--- src/rtl/alu_writeback_stage.sv ---
// ALU result commit stage: CPSR flag commit plus a 2-entry register-file write-back FIFO.
// Optional FP sticky flag accumulator enabled by defining ALU_WB_STICKY_FP_EN.
module alu_writeback_stage #(
   parameter int WIDTH = 16,
   parameter int RD_W  = 4
) (
   input  logic             clk,
   input  logic             rst,
   input  logic             in_valid,
   output logic             in_ready,
   input  logic [WIDTH-1:0] in_result,
   input  logic [6:0]       in_flags,
   input  logic [RD_W-1:0]  in_rd,
   input  logic             in_write_rd,
   input  logic             in_set_flags,
   input  logic             in_fp,
   output logic             wb_valid,
   input  logic             wb_ready,
   output logic [RD_W-1:0]  wb_rd,
   output logic [WIDTH-1:0] wb_data,
   output logic [6:0]       cpsr,
`ifdef ALU_WB_STICKY_FP_EN
   output logic [2:0]       fp_sticky,
   input  logic             sticky_clr,
`endif
   output logic [15:0]      retire_cnt
);

   logic [1:0]       count;
   logic             wr_ptr;
   logic             rd_ptr;
   logic [RD_W-1:0]  rd_mem   [2];
   logic [WIDTH-1:0] data_mem [2];
   logic             accept;
   logic             push;
   logic             pop;

   // Ready depends only on the registered occupancy, never on wb_ready,
   // so a full FIFO refuses flags-only work too and CPSR stays in order.
   assign in_ready = (count < 2'd2);
   assign accept   = in_valid && in_ready;
   assign push     = accept && in_write_rd;
   assign wb_valid = (count != 2'd0);
   assign pop      = wb_valid && wb_ready;
   assign wb_rd    = rd_mem[rd_ptr];
   assign wb_data  = data_mem[rd_ptr];

   always_ff @(posedge clk) begin
      if (rst) begin
         count      <= 2'd0;
         wr_ptr     <= 1'b0;
         rd_ptr     <= 1'b0;
         cpsr       <= 7'b0;
         retire_cnt <= 16'd0;
         for (int i = 0; i < 2; i++) begin
            rd_mem[i]   <= '0;
            data_mem[i] <= '0;
         end
      end else begin
         if (push) begin
            rd_mem[wr_ptr]   <= in_rd;
            data_mem[wr_ptr] <= in_result;
            wr_ptr           <= ~wr_ptr;
         end
         if (pop) begin
            rd_ptr     <= ~rd_ptr;
            retire_cnt <= retire_cnt + 16'd1;
         end
         case ({push, pop})
            2'b10:   count <= count + 2'd1;
            2'b01:   count <= count - 2'd1;
            default: count <= count;
         endcase
         // FP-only status bits are forced clear for integer operations.
         if (accept && in_set_flags)
            cpsr <= {(in_fp ? in_flags[6:4] : 3'b000), in_flags[3:0]};
      end
   end

`ifdef ALU_WB_STICKY_FP_EN
   always_ff @(posedge clk) begin
      if (rst) begin
         fp_sticky <= 3'b000;
      end else if (accept && in_fp) begin
         fp_sticky <= (sticky_clr ? 3'b000 : fp_sticky) | in_flags[6:4];
      end else if (sticky_clr) begin
         fp_sticky <= 3'b000;
      end
   end
`endif

endmodule

--- config.mk ---
export PLATFORM = sky130hd
export DESIGN_NAME = alu_writeback_stage
export DESIGN_NICKNAME = d
export VERILOG_FILES = /design/src/rtl/alu_writeback_stage.sv
export SDC_FILE = /design/constraint.sdc
export NUM_CORES = 1
export LEC_CHECK = 0
export CORE_MARGIN = 5
export CORE_UTILIZATION = 52
export DETAILED_ROUTE_END_ITERATION = 8
export PLACE_DENSITY = 0.85
export RECOVER_POWER = 100
export SLEW_MARGIN = 20
export SYNTH_ARGS = -nofsm -noshare
export SYNTH_HDL_FRONTEND = slang
export SYNTH_SLANG_ARGS = --single-unit
--- constraint.sdc ---
create_clock -name clk -period 6.46 [get_ports clk]
set_clock_uncertainty 0.15 [all_clocks]
set_input_delay 0.646 -clock clk [delete_from_list [all_inputs] [get_ports clk]]
set_output_delay 0.646 -clock clk [all_outputs]
set_load 0.05 [all_outputs]
# Yosys cells after proc, flatten, opt, wreduce, memory -nomap -nowiden
# Memories as Yosys holds them, arrays and structs flattened. A register that Yosys moved wholly into a read port is not among the register bits.
# Index checks and enable logic that the tools add are counted.
# Widths: inputs -> output; s select.
[classes] magnitude_cmp=1 n_eq_ne=2 reduce_logical=8 muxes=17 bitwise_logic=2 add_sub_neg=3
[ops] operator="$add 16x1->16 const B" count=1
[ops] operator="$mux 16" count=1
[ops] operator="$reduce_or 16->1" count=1
[ops] operator="$mux 1" count=13
[ops] operator="$logic_and 1x1->1" count=4
[ops] operator="$mux 4" count=1
[ops] operator="$pmux 2 s2" count=1
[ops] operator="$reduce_bool 2->1" count=2
[ops] operator="$reduce_or 4->1" count=1
[ops] operator="$mux 3" count=1
[ops] operator="$add 2x1->2 const B" count=1
[ops] operator="$eq 2x1->1 const B" count=1
[ops] operator="$eq 2x2->1 const B" count=1
[ops] operator="$lt 2x2->1 const B" count=1
[ops] operator="$not 1->1" count=2
[ops] operator="$sub 2x1->2 const B" count=1
[totals] out_inout_bits=45 ram_bits=40 mem_count=2 reg_bits=27 input_bits=34
[mem_list] memory="data_mem" depth=2 word_bits=16 rd=1 rd_ports_with_merged_regs=1 wr=2 line="33" source="logic [WIDTH-1:0] data_mem [2];"
[mem_list] memory="rd_mem" depth=2 word_bits=4 rd=1 rd_ports_with_merged_regs=1 wr=2 line="32" source="logic [RD_W-1:0] rd_mem [2];"

# Longest topological paths before layout
[logic_depth] word_depth=8 mapped_depth=8

# Worst setup path after synthesis
# OpenSTA, ideal clock, no wires.
[synth_timing] kind="input-to-reg" start="input in_valid" end="memory data_mem[0][0] (enable)" setup_slack_ns=3.933 path_stages=3 arrival_ns=1.975 n_path_buf=0 t_required_ns=5.909 path_cell_list="nor2b_1 nand2_1 o21bai_1"
[synth_lines] element="from (decl)" line="9" source="input logic in_valid,"
[synth_lines] element="to (decl)" line="33"

==> flow_summary.yaml <==
sta:
  rsz0062_at_grt: "no"
  setup_viol: 0
  timing.final.crit_share_pct: 56.0
  hold_viol: 0
  drv_slew: 42
  max-slew-margin-rel_pct: -62.2
  fin_setup_tns_ps: 0
  fmax_ghz: 0.276
  fin_crit_ps: 3620
  tightest_slew_ps: 2400
  hold_ws_ps: 298
cts:
  htree_levels: 3
  cts_resized: 0
  cts_sinks: 68
  postCtsHoldBufs: 0
  clk_pin_slew_ps: 80
  cts_tree: "done"
  clk_path_buf_depth: 2
  clkLatencyLatePin_ps: 330
  post_cts_buffers: 0
  cts_buffers: 9
  clockRootBuffer: "clkbuf_8"
detailed_routing:
  wire_per_inst_um: 15.6
  antenna_left: 0
  via_per_inst: 5.17
  vias: 2088
  totalWireLength_um: 6320
  drc_errors: 0
  drt_pre_antenna_iters: 4
  drtIter0Drc: 102
synth:
  synth.avg_cell_area_um2: 11.8
  netlist.area_leader.share_pct: 40.8
  synth_nets: 285
  yosys_register_bits: 68
  synth_cell_types: 33
  yosys_warnings: 0
  syn-cell-area_mm2: 0.00295
  synthCells: 249
  ys_top_cells_by_area: "edfxtp_1 (41%), dfxtp_1 (19%), and2_1 (8.7%)"
  synth_top_area_cell: "edfxtp_1"
  ys_seq_area_share_pct: 59.8
place:
  placed_cells: 388
  hpwlAfterDp_um: 4290
  io_buffers: 78
  gp_congestion: 0.810
die:
  die_w_um: 85.3
  rows: 27
  die_area_mm2: 0.00727
  io_pins: 79
  coreArea_mm2: 0.00551
  initial_core_util_pct: 53.5
  fp.dieH_um: 85.3
min_path:
  min-delay-path-class: "reg -> reg"
global_routing:
  grt_max_degree: 35
  grt_pass1_vias: 2092
  grt_remaining_overflow: 0
  grt_util_all_layers_pct: 17.6
  grt_pass1_wl_um: 9820
  antenna_found_initial: 0
power_and_ir_drop:
  power_density_mw_per_mm2: 335
  leakage_nw: 1.56
  ir_drop_uv: 156
cells_and_area:
  nNetsFinal: 363
  instances_no_fill: 404
  area_delta_synth_final_pct: 36.1
  antennaDiodeCount: 0
  n_fill_cell: 399
  layout-drive-gt1-share_pct: 11.7
  ff_latch_area_mm2: 0.00176
  multiInputGateArea_mm2: 0.00110
worst_setup_path:
  worstPathArrival_ps: 3670
  path_class: "in -> reg"
  required_ps: 6510
  cp-start-kind: "input pin"
  cp_max_fo: 20
  end_kind: "flip-flop"
flow_run:
  drv_cap: 2
outcome:
  failed_checks: "max-capacitance violations, max-slew violations"
  outcome: "finished, violations left"
==> synthesized netlist by cell type (all sizes together) <==
cell type / instances
xnor2: 7
edfxtp: 40
o21bai: 1
mux2i: 1
nor4bb: 1
or2: 3
nand4: 2
nor4: 4
or4: 1
dfxtp: 28
a21oi: 11
mux2: 22
and2: 41
nand3: 6
and4b: 1
xor2: 7
buf: 1
clkbuf: 11
nor2: 17
or3: 4
nor3: 4
o211ai: 1
inv: 4
ha: 2
nand2: 19
nor2b: 3
o2111a: 1
o2111ai: 2
o21ai: 4
==> routing by layer <==
layer	vias to the layer above	wire [um]	share of wire [%]	track usage (%)
met1	991	2610	41	20.0
met2	71	3270	52	30.7
met5	-	0	0	0
met3	6	383	6.1	6.50
met4	0	59	0.93	5.61
li1	1020	-	-	-
==> sequential cells by signal (all words and copies together) (netlist names), named ones only <==
register    count
count           2
rd_ptr          1
cpsr            7
rd_mem          8
wr_ptr          1
data_mem       32
retire_cnt     16
==> final timing paths <==
kind | to | slack (ps) | cells past startpoint | start
hold reg to reg | cpsr[5] | 300 | 2 | cpsr[5]
setup reg to reg | data_mem[0][10] | 3270 | 3 | count[1]
setup / recovery | data_mem[0][10] | 2840 | 4 | in_valid
hold / removal | cpsr[5] | 300 | 2 | cpsr[5]
==> logic make-up after synthesis <==
group,Yosys count,share of synthesized area [%]
flops,68,59.8
compound gates,20,4.25
buf+inv,16,2.55
mux,23,8.75
fa+ha+maj,2,0.849
simple gates,106,19.7
xor+xnor,14,4.16
==> layout by cell type (no fill, tap or decap), types with 3 or more instances in the layout <==
master	n
clkbuf_8	9
xnor2_1	7
nor2_1	17
nor4_1	4
o21ai_0	4
nor3_1	4
inv_1	4
nand2_1	19
a21oi_1	11
nor2b_1	3
edfxtp_1	40
and2_1	13
dlygate4sd3_1	47
xor2_1	7
bufinv_16	4
and2_0	28
or3_1	4
clkdlybuf4s50_1	31
dfxtp_1	28
mux2_2	22
nand3_1	6
==> worst max-delay path, stage by stage <==
cell	delay (ps)
dlygate4sd3_1	520
nor2b_1	270
nor4bb_1	1930
and2_0	290
==> layout make-up <==
type	instances	share of cell area, %
clock inverter	5	3.09
tap	72	2.25
timing repair buffer	79	19.7
inverter	4	0.374
multi-input combinational	165	27.4
clock buffer	11	3.28
sequential	68	43.9
==> stage by stage <==
stage          util, %  setup WS, ps  power (W)  area, um^2
2_1_floorplan        -          3930   0.000801        2950
4_1_cts           73.3          3220    0.00137        4040
3_3_place_gp      68.7          3510   0.000920        3780
6_report          72.8          2840    0.00134        4010
5_1_grt           72.8          2560    0.00139        4010
3_5_place_dp      68.7          3410   0.000928        3780
==> power breakdown <==
group,switching [W],internal (W),total (W)
combinational,0.000226,0.000133,0.000360
sequential,0.0000379,0.000497,0.000535
clock,0.000152,0.000295,0.000447
total,0.000416,0.000925,0.00134
Power figures use the tool's default switching activity.
